## src/rtl/gbemac_rx_chk_pkg.sv

```systemverilog
// Shared types, default widths and the saturating-increment helper for the
// GbemacWrapperBlock receive-stream checker.
package gbemac_rx_chk_pkg;

    typedef enum logic {
        SEEK = 1'b0,
        LOCK = 1'b1
    } chk_state_e;

    localparam int DEFAULT_DATA_W = 32;
    localparam int DEFAULT_CNT_W  = 32;
    localparam int DEFAULT_LEN_W  = 16;
    localparam int DEFAULT_GAP_W  = 32;

    // Increment v, holding at the all-ones value of a w-bit field (w <= 64).
    function automatic logic [63:0] sat_inc(input logic [63:0] v, input int w);
        logic [63:0] max_v;
        max_v = (w >= 64) ? '1 : ((64'd1 << w) - 64'd1);
        return (v == max_v) ? v : v + 64'd1;
    endfunction

endpackage

```

## src/rtl/gbemac_rx_chk_sat_counter.sv

```systemverilog
// Saturating up-counter with synchronous clear; clear wins over increment.
module sat_counter
    import gbemac_rx_chk_pkg::*;
#(
    parameter int W = 32
) (
    input  logic         clk,
    input  logic         clr,
    input  logic         inc,
    output logic [W-1:0] q
);

    logic [W-1:0] cnt_q;
    logic [W-1:0] cnt_d;

    always_comb begin
        cnt_d = cnt_q;
        if (clr) begin
            cnt_d = '0;
        end else if (inc) begin
            cnt_d = W'(sat_inc(64'(cnt_q), W));
        end
    end

    always_ff @(posedge clk) begin
        cnt_q <= cnt_d;
    end

    assign q = cnt_q;

endmodule

```

## config.mk

```make
export PLATFORM = sky130hd
export DESIGN_NAME = sat_counter
export DESIGN_NICKNAME = d
export VERILOG_FILES = /design/src/rtl/gbemac_rx_chk_pkg.sv /design/src/rtl/gbemac_rx_chk_sat_counter.sv
export SDC_FILE = /design/constraint.sdc
export NUM_CORES = 1
export LEC_CHECK = 0
export CORE_UTILIZATION = 51
export DETAILED_ROUTE_END_ITERATION = 12
export GPL_TIMING_DRIVEN = 1
export PLACE_DENSITY = 0.84
export RECOVER_POWER = 25
export SLEW_MARGIN = 30
export SYNTH_ARGS = -nofsm -noshare
export SYNTH_HDL_FRONTEND = slang
export SYNTH_SLANG_ARGS = --single-unit
```

## constraint.sdc

```tcl
create_clock -name clk -period 2.2 [get_ports clk]
set_input_delay 0.44 -clock clk [delete_from_list [all_inputs] [get_ports clk]]
set_output_delay 0.44 -clock clk [all_outputs]
set_load 0.005 [all_outputs]
```

==> results of run 1 <==
[power breakdown]
part / internal [W] / leakage [nW] / switching [W] / total [W]
combinational: 0.0000166 / 0.438 / 0.0000175 / 0.0000341
clock: 0.000238 / 0.0422 / 0.000216 / 0.000454
sequential: 0.000583 / 0.258 / 0.00000492 / 0.000588
[cell usage in the layout (no fill, tap or decap), drive strengths merged]
cell type,instances
a2111oi,1
a211oi,3
a21oi,20
and2,3
and3,4
and4,9
buf,5
bufinv,1
clkbuf,6
clkdlybuf4s50,19
clkinv,1
dfxtp,32
dlygate4sd3,15
ha,1
inv,3
nand2,12
nand3,10
nand4,8
nand4b,1
nor2,14
nor3,2
nor4b,2
o2111ai,1
o21ai,16
o311ai,3
o31ai,5
or2,1
or3,16
or4,2
xnor2,9
xor2,4
[worst min path at each step]
stage	startpoint	endpoint	slack (ps)	cells after the start
floorplan	q[15]	q[15]	480	2
global placement	q[15]	q[15]	490	2
detailed placement	q[27]	q[27]	500	2
CTS	q[27]	q[27]	510	2
global route	q[27]	q[27]	530	2
finish	q[15]	q[15]	500	2
[logic make-up after synthesis]
family,after synthesis
buffers and inverters,12
flip-flops,32
AO/OA/AOI/OAI,49
AND/OR/NAND/NOR,84
XOR/XNOR,13
adder cells (fa/ha/maj),1
[routing by layer]
| layer | track usage, % | up-vias | part of all wire, % | wire length, um |
|---|---|---|---|---|
| met1 | 29.1 | 737 | 47 | 1750 |
| met4 | 11.6 | 0 | 0.43 | 16 |
| li1 | - | 791 | - | - |
| met2 | 36.1 | 46 | 48 | 1780 |
| met3 | 4.55 | 2 | 5.1 | 192 |
| met5 | 0 | - | 0 | 0 |
[through the flow]
step	setup WS, ps	instance area [um2]
finish	202	2200
global route	88.5	2200
CTS	196	2200
detailed placement	26.5	2120
global placement	51.3	2120
floorplan	386	1720
[layout make-up]
class / instances / area share (%)
Tap cell: 44 / 2.51
Multi-Input combinational cell: 147 / 46.6
Timing Repair Buffer: 39 / 17.8
Inverter: 3 / 0.513
Clock inverter: 2 / 1.60
Clock buffer: 6 / 1.88
Sequential cell: 32 / 29.2
[tightest hold or removal path, delay by kind of cell, from the launching register on]
family,cells,cell delay (ps)
AO/OA/AOI/OAI,2,130
flip-flops,1,340
==> summary.txt, run 1 <==
Timing
  – Clock Skews: 22.1 ps
  – Final Max Tran Viols: 0
  – Setup TNS: 0 ps
  – Least-Margin Pin Slew: 385 ps
  – Fin crit period: 2000 ps
  – Final setup violation count: 0
  – Final period utilization: 90.8%
  – RSZ-0062 raised after global routing: no
  – WHS: 504 ps
  – Achievable Freq: 500 MHz
  – Final hold violations: 0
  – Slew margin rel.: 74.3%

Die
  – I/O Pins: 35
  – Die W: 60.1 um
  – DIE AREA: 3610 um2
  – Initial Util: 55.0%
  – Die height: 60.1 um
  – # rows: 20
  – Core Region: 3130 um2

Layout
  – Max reg flops: 32
  – Final Util: 70.2%
  – Share of layout cells above drive strength 1: 12.2%
  – Multi-input gate area: 1020 um2
  – P&R area growth vs syn: 27.5%
  – Storage element area: 641 um2
  – Net count, final: 232
  – ANT cells: 0
  – Number of fill cells: 249
  – Final std cells w/o fill: 273

Place
  – DP Wirelength: 2460 um
  – GPL Wtd Cong: 0.805
  – Cells after DPL: 265
  – IO buf count: 34

Worst setup path
  – CP max stage cell: or4_1
  – Cell family with most CP delay: simple AND/OR/NAND/NOR gates
  – Stages on the worst setup path: 7
  – RR Startpoint: q[0]
  – Crit Reg-Reg Endpoint: q[23]
  – Endpoint type of the worst setup path: register
  – CP startpoint kind: register
  – Worst R2R Setup Slack: 200 ps
  – Setup crit end: q[23]
  – CP cell instances: ha_1 -> and3_1 -> nand4_4 -> o31ai_2 -> buf_12 -> or4_1 -> a21oi_1
  – Crit path from: q[0]
  – CP max FO: 20
  – Crit path kind: reg -> reg
  – Crit path buffers/inverters: 1
  – Arr. time, crit path: 2270 ps
  – Critical Path RT: 2470 ps
  – CP max stage delay: 470 ps
  – R2R cell count: 7

Global route
  – Initial antenna violation count: 0
  – Vias in the first global route: 1373
  – GRT overflow: 0
  – Pin count of the biggest net entering global routing: 33
  – First-pass GRT wire length: 6090 um
  – GRT Total Usage: 22.8%

Synth
  – Syn Std Cell Area: 1720 um2
  – Post-synthesis adder-cell area fraction: 0.727%
  – Top-count cell post-synth: dfxtp_1
  – Synth cell count leaders: dfxtp_1, a21oi_1, or3_1
  – Mux cell area share after synthesis: 0%
  – Xor and xnor area share after synthesis: 6.61%
  – Post-synth cell types: 38
  – Asr flop ratio synth: 0%
  – Synth Area in Compound Gates: 20.2%
  – Yosys top cell area share: 37.2%
  – Post-Syn Instances: 191
  – Simple-Gate Fraction of Synth Area: 31.5%
  – Syn Area/Cell: 9.01 um2
  – Synth area leader: dfxtp_1
  – Top_reg_cell synth: dfxtp_1
  – Main combinational cell family by area after synthesis: simple AND/OR/NAND/NOR gates
  – Syn_nets: 195
  – Seq/Total Area, Yosys: 37.2%
  – Yosys warnings: 0
  – Post-synth EDFFs: 0
  – Synth area leaders: dfxtp_1, a21oi_1, or3_1
  – #FFs+latches synth: 32

Clock network
  – Clock transition at path regs: 120 ps
  – CTS tree: yes
  – Post-CTS Setup Inserts: 0
  – Max clock buf depth: 2
  – Resized cells post-CTS: 0
  – CTS Hold Bufs: 0
  – CTS HTree Levels: 2
  – Clock root buffer: clkbuf_4
  – Worst-Skew Late Latency: 350 ps
  – # clock sinks: 32
  – TritonCTS buffer count: 5

Drt
  – Wirelength per Cell: 13.7 um
  – DRT antenna net count: 0
  – Drt first pass iters: 4
  – Drt total wl: 3740 um
  – DR vias: 1576
  – Vias/cell: 5.77
  – Drt first-iter violations: 76
  – DRC: 0

Pwr
  – Overall power: 0.00108 W
  – Pleak: 0.739 nW
  – PwrDens: 490 nW/um2
  – Max IR drop VDD: 0.417 mV

Run
  – Max-cap check violation count: 0

Worst hold path
  – Worst hold path type: reg -> reg

Outcome
  – Outcome: finished clean
Note: power is estimated with default switching activity, not from simulation.
==> inputs of run 2 (changes only) <==
- TNS_END_PERCENT: default -> 5
==> results of run 2 <==
No change in the layout: final DEF, timing and power equal those of run 1.
